$ cat src/rtl/fwd_pkg.sv
// Shared types and helpers for the forwarding / load-use hazard unit.
package fwd_pkg;

  localparam int REG_ADDR_W_MAX = 8;
  localparam int FWD_SEL_W_MAX  = 16;

  localparam logic [FWD_SEL_W_MAX-1:0] FWD_SEL_RF = FWD_SEL_W_MAX'(1);

  // rd is stored at the widest supported address width; narrower cores zero-extend
  typedef struct packed {
    logic                      valid;
    logic [REG_ADDR_W_MAX-1:0] rd;
    logic                      reg_write;
    logic                      is_load;
  } shd_entry_t;

  function automatic logic [FWD_SEL_W_MAX-1:0] fwd_onehot(input int unsigned stage);
    fwd_onehot = FWD_SEL_RF << stage;
  endfunction

endpackage

$ cat src/rtl/fwd_match.sv
// Priority match of one source register against the shadow entries that
// become stages 1..N_FWD on the next edge; produces a one-hot operand select.
module fwd_match
  import fwd_pkg::*;
#(
  parameter int REG_ADDR_W = 5,
  parameter int N_FWD      = 2
) (
  input  logic [REG_ADDR_W-1:0]         src,
  input  shd_entry_t [N_FWD-1:0]        entries,
  output logic [N_FWD:0]                sel
);

  logic [REG_ADDR_W_MAX-1:0] src_ext;

  assign src_ext = REG_ADDR_W_MAX'(src);

  // Scan oldest to youngest so the youngest producer overwrites older matches
  always_comb begin
    sel = (N_FWD+1)'(FWD_SEL_RF);
    for (int k = N_FWD-1; k >= 0; k--) begin
      if (entries[k].valid && entries[k].reg_write &&
          (src_ext != '0) && (entries[k].rd == src_ext)) begin
        sel = (N_FWD+1)'(fwd_onehot(unsigned'(k + 1)));
      end
    end
  end

endmodule

$ cat src/rtl/fwd_hazard_unit.sv
// Forwarding-select and load-use stall generation for the EX operand muxes.
// Optional saturating performance counters when FWD_PERF_CNT_EN is defined.
module fwd_hazard_unit
  import fwd_pkg::*;
#(
  parameter int REG_ADDR_W = 5,
  parameter int N_FWD      = 2
) (
  input  logic                  clk,
  input  logic                  rst_n,
  input  logic                  id_valid,
  input  logic [REG_ADDR_W-1:0] id_rs,
  input  logic [REG_ADDR_W-1:0] id_rt,
  input  logic [REG_ADDR_W-1:0] id_rd,
  input  logic                  id_reg_write,
  input  logic                  id_is_load,
  input  logic                  flush,
  output logic                  stall,
  output logic [N_FWD:0]        fwd_a,
  output logic [N_FWD:0]        fwd_b,
`ifdef FWD_PERF_CNT_EN
  output logic [31:0]           perf_stall_cnt,
  output logic [31:0]           perf_fwd_cnt,
`endif
  output logic                  ex_valid
);

  shd_entry_t [N_FWD:0] shd_p;
  shd_entry_t           ent_id;
  logic [N_FWD:0]       sel_a;
  logic [N_FWD:0]       sel_b;
  logic                 ld_hit;
  logic                 issue;
  logic                 unused_shd;

  assign ld_hit = shd_p[0].valid && shd_p[0].is_load && shd_p[0].reg_write &&
                  (shd_p[0].rd != '0) &&
                  ((shd_p[0].rd == REG_ADDR_W_MAX'(id_rs)) ||
                   (shd_p[0].rd == REG_ADDR_W_MAX'(id_rt)));

  assign stall    = id_valid && !flush && ld_hit;
  assign issue    = id_valid && !stall && !flush;
  assign ex_valid = shd_p[0].valid;

  // The WB entry and deeper is_load flags ride along but never steer a select
  assign unused_shd = ^shd_p;

  always_comb begin
    ent_id.valid     = issue;
    ent_id.rd        = REG_ADDR_W_MAX'(id_rd);
    ent_id.reg_write = id_reg_write;
    ent_id.is_load   = id_is_load;
  end

  fwd_match #(.REG_ADDR_W(REG_ADDR_W), .N_FWD(N_FWD)) u_match_a (
    .src     (id_rs),
    .entries (shd_p[N_FWD-1:0]),
    .sel     (sel_a)
  );

  fwd_match #(.REG_ADDR_W(REG_ADDR_W), .N_FWD(N_FWD)) u_match_b (
    .src     (id_rt),
    .entries (shd_p[N_FWD-1:0]),
    .sel     (sel_b)
  );

  // ID -> EX boundary: shadow shift and registered selects
  always_ff @(posedge clk or negedge rst_n) begin
    if (!rst_n) begin
      for (int k = 0; k <= N_FWD; k++) shd_p[k].valid <= 1'b0;
      fwd_a <= (N_FWD+1)'(FWD_SEL_RF);
      fwd_b <= (N_FWD+1)'(FWD_SEL_RF);
    end else begin
      shd_p[0] <= ent_id;
      for (int k = 1; k <= N_FWD; k++) shd_p[k] <= shd_p[k-1];
      fwd_a <= issue ? sel_a : (N_FWD+1)'(FWD_SEL_RF);
      fwd_b <= issue ? sel_b : (N_FWD+1)'(FWD_SEL_RF);
    end
  end

`ifdef FWD_PERF_CNT_EN
  function automatic logic [31:0] sat_inc(input logic [31:0] v, input logic en);
    sat_inc = (en && (v != '1)) ? v + 32'd1 : v;
  endfunction

  logic fwd_hit;

  assign fwd_hit = issue && (((sel_a | sel_b) & ~(N_FWD+1)'(FWD_SEL_RF)) != '0);

  always_ff @(posedge clk or negedge rst_n) begin
    if (!rst_n) begin
      perf_stall_cnt <= '0;
      perf_fwd_cnt   <= '0;
    end else begin
      perf_stall_cnt <= sat_inc(perf_stall_cnt, stall);
      perf_fwd_cnt   <= sat_inc(perf_fwd_cnt, fwd_hit);
    end
  end
`endif

endmodule

$ cat config.mk
export PLATFORM = sky130hd
export DESIGN_NAME = fwd_hazard_unit
export DESIGN_NICKNAME = d
export VERILOG_FILES = /design/src/rtl/fwd_pkg.sv /design/src/rtl/fwd_match.sv /design/src/rtl/fwd_hazard_unit.sv
export SDC_FILE = /design/constraint.sdc
export NUM_CORES = 1
export LEC_CHECK = 0
export CAP_MARGIN = 15
export CORE_ASPECT_RATIO = 1.2
export CORE_MARGIN = 1.5
export CORE_UTILIZATION = 30
export DETAILED_ROUTE_END_ITERATION = 10
export GPL_ROUTABILITY_DRIVEN = 0
export PLACE_DENSITY = 0.52
export SETUP_SLACK_MARGIN = 0.1
export SKIP_LAST_GASP = 1
export SLEW_MARGIN = 20
export SYNTH_ARGS = -nofsm -noshare
export SYNTH_HDL_FRONTEND = slang
export SYNTH_HIERARCHICAL = 1
export SYNTH_SLANG_ARGS = --single-unit
$ cat constraint.sdc
create_clock -name clk -period 3.75 [get_ports clk]
set_input_delay 0.5625 -clock clk [delete_from_list [all_inputs] [get_ports clk]]
set_output_delay 0.5625 -clock clk [all_outputs]
set_load 0.01 [all_outputs]
==> Word level (Yosys, flattened, before mapping) <==
Cells that the tools add are included.
Widths: inputs -> output; s select.
{ "totals": {"regBits": 21, "out_inout_bits": 8, "elab_cells": 43} }
{ "classes": {"eq_ne": 4, "muxes": 6, "n_reduce_logical": 24} }
{ "op_table": {"columns": ["op", "n"], "rows": [
  ["$reduce_bool 8->1", 3],
  ["$eq 5x5->1", 4],
  ["$logic_and 1x1->1", 18],
  ["$mux 3", 6],
  ["$logic_not 1->1", 2],
  ["$logic_or 1x1->1", 1]
]} }

==> Depth between registers and ports, before layout <==
Gate-level depths: netlist (run 1).
{ "depth": {"depth_word": 9, "ltp_mapped": 6} }

==> Cells and area by module <==
The synthesis (run 1) kept the hierarchy.
{ "modules_own_cells": {"columns": ["module", "n_inst", "cells_per_inst", "area_each_um2", "seq_area_each_um2"], "rows": [
  ["fwd_hazard_unit", 1, 56, 847.1, 623.1],
  ["fwd_match", 2, 22, 197.7, 0.0]
]} }

==> Worst setup path before layout (run 1) <==
OpenSTA, ideal clock, no wires.
{ "synth_timing": {"path_kind": "input to output", "from": "input port id_rs[4]", "to": "output port stall", "arrival_ns": 1.284, "required_ns": 3.188, "slack_ns": 1.904, "path_stages": 4, "path_buffers": 0, "cell_sequence": "xnor2_1 nand3_1 o22ai_4 and3_1"} }
{ "synth_via": {"elab_chain_cells": 4} }
{ "synth_lines": {"columns": ["element", "line", "source"], "rows": [
  ["start: declaration", "fwd_hazard_unit.sv:12", "input logic [REG_ADDR_W-1:0] id_rs,"],
  ["$eq 5x5->1", "fwd_hazard_unit.sv:38", "((shd_p[0].rd == REG_ADDR_W_MAX'(id_rs)) ||"],
  ["$logic_or 1x1->1", "fwd_hazard_unit.sv:38", null],
  ["$logic_and 1x1->1", "fwd_hazard_unit.sv:37", "(shd_p[0].rd != '0) &&"],
  ["$logic_and 1x1->1", "fwd_hazard_unit.sv:41", "assign stall = id_valid && !flush && ld_hit;"],
  ["end: declaration", "fwd_hazard_unit.sv:18", "output logic stall,"]
]} }
No other way between the ends.

==> Worst setup path in the final report (run 1) <==
{ "layout_timing": {"from": "input port id_rs[2]", "to": "output port stall"} }
The elaborated chain is that of the path after synthesis.

==> impl_metrics.xml, run 1 <==
<?xml version="1.0" encoding="UTF-8"?>
<metrics>
  <group name="run_status">
    <metric name="run_status" unit="">finished clean</metric>
  </group>
  <group name="layout">
    <metric name="post-route-util" unit="">0.423</metric>
    <metric name="antennaDiodeCount" unit="">0</metric>
    <metric name="area_delta_synth_final" unit="%">36.4</metric>
    <metric name="post_route_cells_drive_above_1_share" unit="">0.147</metric>
    <metric name="num-fill-cells" unit="">405</metric>
    <metric name="design.final.nets" unit="">165</metric>
  </group>
  <group name="synth">
    <metric name="syn-mean-instance-area" unit="um2">12.2</metric>
    <metric name="synthesis.area" unit="mm2">0.00121</metric>
    <metric name="synthesis.instances" unit="">99</metric>
    <metric name="ys_warnings" unit="">6</metric>
  </group>
  <group name="floorplan">
    <metric name="die_w" unit="um">61.0</metric>
    <metric name="die_area" unit="mm2">0.00443</metric>
    <metric name="core_outline_area" unit="mm2">0.00391</metric>
    <metric name="die-height" unit="um">72.6</metric>
    <metric name="std_cell_rows" unit="">25</metric>
    <metric name="start_util" unit="">0.310</metric>
    <metric name="pin_count" unit="">29</metric>
  </group>
  <group name="timing">
    <metric name="rsz0062_at_grt" unit="">false</metric>
    <metric name="setup_tns" unit="ns">0</metric>
    <metric name="timing.final.hold_violations" unit="">0</metric>
    <metric name="relSlewSlack" unit="">0.519</metric>
    <metric name="worst-slew-pin-transition" unit="ns">0.719</metric>
    <metric name="drv_slew" unit="">0</metric>
    <metric name="final_critical_path_setup_slack" unit="ns">0.677</metric>
    <metric name="clock.fmax" unit="MHz">325</metric>
    <metric name="timing.clock.skew" unit="ns">0.00493</metric>
    <metric name="min_period_over_period" unit="">0.820</metric>
    <metric name="setup-violations-final" unit="">0</metric>
    <metric name="layout_min_cycle_time" unit="ns">3.07</metric>
  </group>
  <group name="cts">
    <metric name="cts_inserted_buffers" unit="">3</metric>
    <metric name="clock_latency_on_the_worst_skew_pair" unit="ns">0.26</metric>
    <metric name="cts_sinks" unit="">21</metric>
    <metric name="clock_tree.buffer_depth" unit="">2</metric>
    <metric name="cts_root_buf" unit="">sky130_fd_sc_hd__clkbuf_8</metric>
    <metric name="ctsHtreeMaxLevel" unit="">1</metric>
    <metric name="cts_repair_resize_count" unit="">0</metric>
    <metric name="cts.reportedPaths.clkPinSlew" unit="ns">0.07</metric>
    <metric name="postCtsSetupRepairBufs" unit="">0</metric>
    <metric name="hold_bufs_at_cts" unit="">0</metric>
    <metric name="tritoncts" unit="">done</metric>
  </group>
  <group name="setup_path">
    <metric name="setup.worst_path.class" unit="">in2out</metric>
    <metric name="crit_arrival" unit="ns">2.51</metric>
    <metric name="crit_fanout" unit="">8</metric>
    <metric name="worstSetupEndpointType" unit="">output port</metric>
    <metric name="worstSetupStartpointType" unit="">primary input</metric>
    <metric name="worst_path_required_time" unit="ns">3.19</metric>
  </group>
  <group name="global_routing">
    <metric name="antenna_found_initial" unit="">0</metric>
    <metric name="globalRouteTotalUtil" unit="">0.129</metric>
    <metric name="overflow" unit="">0</metric>
    <metric name="first_global_vias" unit="">889</metric>
    <metric name="grt_first_pass_wirelength" unit="um">4160</metric>
    <metric name="grt_max_degree" unit="">17</metric>
  </group>
  <group name="drt">
    <metric name="detailedRoute.firstPassIterationCount" unit="">2</metric>
    <metric name="vias_per_cell" unit="">4.30</metric>
    <metric name="antenna_viol_nets_final" unit="">0</metric>
    <metric name="detail_route.wl_per_cell" unit="um">12.8</metric>
    <metric name="finalWirelength" unit="um">2530</metric>
    <metric name="vias" unit="">847</metric>
    <metric name="drtIter0Drc" unit="">11</metric>
    <metric name="post-route-drc-count" unit="">0</metric>
  </group>
  <group name="pwr">
    <metric name="powerDensity" unit="mW/mm2">310</metric>
    <metric name="peakVddDrop" unit="V">0.000158</metric>
    <metric name="p_leak" unit="nW">0.540</metric>
  </group>
  <group name="placement">
    <metric name="pre_cts_ws" unit="ns">0.687</metric>
    <metric name="estimated_wirelength_of_the_detail_placed_design" unit="um">2050</metric>
    <metric name="io_buffers" unit="">28</metric>
  </group>
  <group name="min_path">
    <metric name="min-delay-path-class" unit="">reg2reg</metric>
  </group>
  <group name="flow_run">
    <metric name="drv.max_cap_violation_count" unit="">0</metric>
  </group>
</metrics>
[final timing paths]
path                                          from                   to  slack, ns  cells after the start
worst min-delay path            ex_valid$_DFF_PN0_  shd_p[21]$_DFF_PN0_       0.47                      0
worst max-delay path                      id_rs[2]                stall       0.68                      6
min in group asynchronous                    rst_n   ex_valid$_DFF_PN0_       0.74                      1
worst min register to register  ex_valid$_DFF_PN0_  shd_p[21]$_DFF_PN0_       0.47                      0
worst max register to register  shd_p[2]$_DFFE_PP_   fwd_b[0]$_DFF_PN1_       2.09                      5
max in group asynchronous                    rst_n   fwd_b[0]$_DFF_PN1_       2.37                      2
[cell type report]
type                       instances  area [um2]  share of cell area
multi-input combinational         89         661               0.399
timing repair buffer              29         288               0.174
sequential                        21         593               0.359
tap                               54        67.6              0.0408
clock buffer                       4        45.0              0.0272
[where the power goes]
part / internal (W) / total (W) / switching [W]
clock: 0.0000756 / 0.000144 / 0.0000682
combinational: 0.0000527 / 0.0000936 / 0.0000409
sequential: 0.000261 / 0.000276 / 0.0000154
total: 0.000389 / 0.000513 / 0.000124
[metal layers]
layer  vias up  part of all wire  global-route usage
met2        20              0.49               0.207
met1       392              0.44               0.162
met5         -                 0                   0
li1        431                 -                   -
met4         0             0.019              0.0700
met3         4             0.048              0.0230
[cells in the final DEF, fill, tap and decap left out, drive strengths merged]
cell	instances
nand2	6
dfrtp	6
and3	1
clkbuf	4
buf	1
edfxtp	13
nor4b	4
or4	2
nand2b	1
clkdlybuf4s50	28
nand3	7
nand4	4
nor2b	3
a211o	2
o22ai	1
nor3	5
dfstp	2
nor2	5
xnor2	30
conb	12
a21oi	6
[sequential cells by signal, indices dropped and copies added, names as in the netlist]
name,flops
ex_valid,1
shd_p,14
fwd_a,3
fwd_b,3
[critical path, cell delays in order]
cell	delay, ns
sky130_fd_sc_hd__clkdlybuf4s50_1	0.62
sky130_fd_sc_hd__xnor2_1	0.16
sky130_fd_sc_hd__nand3_1	0.14
sky130_fd_sc_hd__o22ai_4	0.29
sky130_fd_sc_hd__and3_1	0.20
sky130_fd_sc_hd__clkdlybuf4s50_1	0.54
[stage by stage]
stage	hold WS (ns)	cell area (um2)	instances	power (W)
2_1_floorplan	0.267	1250	110	0.000330
5_1_grt	0.498	1650	197	0.000541
4_1_cts	0.483	1650	197	0.000521
3_5_place_dp	0.463	1610	193	0.000375
6_report	0.473	1650	197	0.000513
3_3_place_gp	0.455	1610	193	0.000374
(Power assumes the default switching activity.)
==> inputs of run 2 (changes only) <==
==> constraint.sdc (replaced) <==
create_clock -name clk -period 2.95 [get_ports clk]
set_input_delay 0.4425 -clock clk [delete_from_list [all_inputs] [get_ports clk]]
set_output_delay 0.4425 -clock clk [all_outputs]
set_load 0.01 [all_outputs]
==> run 2 against run 1 <==
Effect of this change: clock power is 26% higher; final area is 2.8% higher; sequential cell count stayed put; sequential power is 28% higher; largest power group unchanged.
==> impl_metrics.xml, run 2 (synthesis gave the netlist of run 1 again) <==
<?xml version="1.0" encoding="UTF-8"?>
<metrics>
  <group name="layout">
    <metric name="largestRegisters" unit="">shd_p: 14 flops, fwd_a: 3 flops, fwd_b: 3 flops</metric>
    <metric name="area_delta_synth_final" unit="%">40.2</metric>
    <metric name="largest_register_ffs" unit="">14</metric>
    <metric name="post_route_cells_drive_above_1_share" unit="">0.188</metric>
    <metric name="design.final.nets" unit="">171</metric>
    <metric name="antennaDiodeCount" unit="">0</metric>
    <metric name="layout.cells.most_common" unit="">sky130_fd_sc_hd__xnor2_1</metric>
    <metric name="commonest_non_fill_non_tap_cells_in_the_layout" unit="">sky130_fd_sc_hd__xnor2_1, sky130_fd_sc_hd__clkdlybuf4s50_1, sky130_fd_sc_hd__edfxtp_1</metric>
    <metric name="final_non_filler_cell_total" unit="">203</metric>
    <metric name="num-fill-cells" unit="">386</metric>
    <metric name="largest_register_by_flop_count" unit="">shd_p</metric>
  </group>
  <group name="timing">
    <metric name="drv_slew" unit="">0</metric>
    <metric name="layout_min_cycle_time" unit="ns">2.65</metric>
    <metric name="timing.final.hold_violations" unit="">0</metric>
    <metric name="relSlewSlack" unit="">0.531</metric>
    <metric name="setup_tns" unit="ns">0</metric>
    <metric name="rsz0062_at_grt" unit="">false</metric>
    <metric name="final_critical_path_setup_slack" unit="ns">0.296</metric>
    <metric name="setup-violations-final" unit="">0</metric>
    <metric name="clock.fmax" unit="MHz">377</metric>
    <metric name="worst-slew-pin-transition" unit="ns">0.701</metric>
    <metric name="min_period_over_period" unit="">0.900</metric>
    <metric name="timing.clock.skew" unit="ns">0.00570</metric>
  </group>
  <group name="drt">
    <metric name="vias_per_cell" unit="">4.37</metric>
    <metric name="antenna_viol_nets_final" unit="">0</metric>
    <metric name="vias" unit="">888</metric>
    <metric name="detailedRoute.firstPassIterationCount" unit="">2</metric>
    <metric name="drtIter0Drc" unit="">21</metric>
    <metric name="post-route-drc-count" unit="">0</metric>
    <metric name="detail_route.wl_per_cell" unit="um">12.5</metric>
    <metric name="finalWirelength" unit="um">2550</metric>
  </group>
  <group name="floorplan">
    <metric name="start_util" unit="">0.310</metric>
    <metric name="die_area" unit="mm2">0.00443</metric>
    <metric name="std_cell_rows" unit="">25</metric>
    <metric name="core_outline_area" unit="mm2">0.00391</metric>
    <metric name="pin_count" unit="">29</metric>
    <metric name="die_w" unit="um">61.0</metric>
    <metric name="die-height" unit="um">72.6</metric>
  </group>
  <group name="cts">
    <metric name="ctsHtreeMaxLevel" unit="">1</metric>
    <metric name="tritoncts" unit="">done</metric>
    <metric name="cts_inserted_buffers" unit="">3</metric>
    <metric name="hold_bufs_at_cts" unit="">0</metric>
    <metric name="postCtsSetupRepairBufs" unit="">0</metric>
    <metric name="cts.reportedPaths.clkPinSlew" unit="ns">0.08</metric>
    <metric name="cts_root_buf" unit="">sky130_fd_sc_hd__clkbuf_8</metric>
    <metric name="clock_latency_on_the_worst_skew_pair" unit="ns">0.26</metric>
    <metric name="cts_repair_resize_count" unit="">0</metric>
    <metric name="clock_tree.buffer_depth" unit="">2</metric>
    <metric name="cts_sinks" unit="">21</metric>
  </group>
  <group name="setup_path">
    <metric name="crit_fanout" unit="">4</metric>
    <metric name="worst_path_required_time" unit="ns">2.51</metric>
    <metric name="crit_arrival" unit="ns">2.21</metric>
    <metric name="critical_path.reg2reg.startpoint" unit="">shd_p[2]$_DFFE_PP_</metric>
    <metric name="worstSetupStartpointType" unit="">primary input</metric>
    <metric name="worstSetupEndpointType" unit="">output port</metric>
    <metric name="setup.worst_path.class" unit="">in2out</metric>
    <metric name="timing.critical_path.from" unit="">id_rs[4]</metric>
  </group>
  <group name="flow_run">
    <metric name="drv.max_cap_violation_count" unit="">0</metric>
  </group>
  <group name="global_routing">
    <metric name="antenna_found_initial" unit="">0</metric>
    <metric name="overflow" unit="">0</metric>
    <metric name="globalRouteTotalUtil" unit="">0.129</metric>
    <metric name="first_global_vias" unit="">922</metric>
    <metric name="grt_max_degree" unit="">17</metric>
    <metric name="grt_first_pass_wirelength" unit="um">4220</metric>
  </group>
  <group name="min_path">
    <metric name="min_from" unit="">ex_valid$_DFF_PN0_</metric>
    <metric name="min-delay-path-class" unit="">reg2reg</metric>
  </group>
  <group name="run_status">
    <metric name="run_status" unit="">finished clean</metric>
  </group>
  <group name="placement">
    <metric name="pre_cts_ws" unit="ns">0.299</metric>
    <metric name="io_buffers" unit="">28</metric>
    <metric name="estimated_wirelength_of_the_detail_placed_design" unit="um">2060</metric>
    <metric name="dp_cells" unit="">199</metric>
  </group>
  <group name="pwr">
    <metric name="peakVddDrop" unit="V">0.000245</metric>
    <metric name="p_leak" unit="nW">0.572</metric>
    <metric name="powerDensity" unit="mW/mm2">388</metric>
  </group>
</metrics>
==> run 2: cell types whose count changed in the layout (fill, tap and decap cells not counted) <==
cell	change
sky130_fd_sc_hd__buf_4	+6
sky130_fd_sc_hd__clkbuf_1	-1
sky130_fd_sc_hd__clkinv_2	+1
==> run 2: final cells by class <==
class	count	area, um2	share of cell area
multi-input cells	89	661	0.389
flip-flops and latches	21	593	0.349
repair buffers	35	333	0.196
well taps	54	67.6	0.0397
clock buffers	3	41.3	0.0243
clock inverters	1	5.00	0.00294
==> run 2: report_power, final <==
| part | total (W) | switching (W) | internal, W |
|---|---|---|---|
| clock network | 0.000182 | 0.0000881 | 0.0000939 |
| logic | 0.000126 | 0.0000536 | 0.0000726 |
| registers | 0.000352 | 0.0000205 | 0.000331 |
==> run 2: per-layer routing <==
layer | global-route usage | part of all wire | vias up
met5 | 0 | 0 | -
met1 | 0.158 | 0.43 | 418
li1 | - | - | 443
met4 | 0.0459 | 0.013 | 0
met3 | 0.0337 | 0.056 | 5
met2 | 0.216 | 0.50 | 22
==> run 2: worst paths after layout <==
path | endpoint | slack [ns] | depth (start not counted)
hold / removal | shd_p[21]$_DFF_PN0_ | 0.48 | 0
min in group asynchronous | shd_p[21]$_DFF_PN0_ | 0.61 | 1
max in group asynchronous | fwd_a[0]$_DFF_PN1_ | 1.70 | 2
setup reg to reg | fwd_b[0]$_DFF_PN1_ | 1.28 | 5
hold reg to reg | shd_p[21]$_DFF_PN0_ | 0.48 | 0
setup / recovery | stall | 0.30 | 6
==> run 2: through the flow <==
stage	hold slack, ns	power, W	cell area [um2]	utilization
after floorplan	0.147	0.000419	1250	-
after global placement	0.462	0.000485	1650	0.423
after detailed placement	0.474	0.000485	1650	0.423
after CTS	0.496	0.000668	1700	0.435
after global routing	0.504	0.000696	1700	0.435
final	0.475	0.000660	1700	0.435
==> run 2: worst max-delay path, stage by stage <==
cell and delay (ns):
sky130_fd_sc_hd__clkdlybuf4s50_1 0.58, sky130_fd_sc_hd__xnor2_1 0.14, sky130_fd_sc_hd__nand3_1 0.13, sky130_fd_sc_hd__o22ai_4 0.20
sky130_fd_sc_hd__and3_1 0.18, sky130_fd_sc_hd__clkdlybuf4s50_1 0.53
==> inputs of run 3 (changes only) <==
--- a/config.mk
+++ b/config.mk
@@ -10,7 +10,6 @@
 export CORE_MARGIN = 1.5
 export CORE_UTILIZATION = 30
 export DETAILED_ROUTE_END_ITERATION = 10
-export GPL_ROUTABILITY_DRIVEN = 0
 export PLACE_DENSITY = 0.52
 export SETUP_SLACK_MARGIN = 0.1
 export SKIP_LAST_GASP = 1
==> results of run 3 <==
The final DEF is identical to that of run 2; final timing and power are the same.
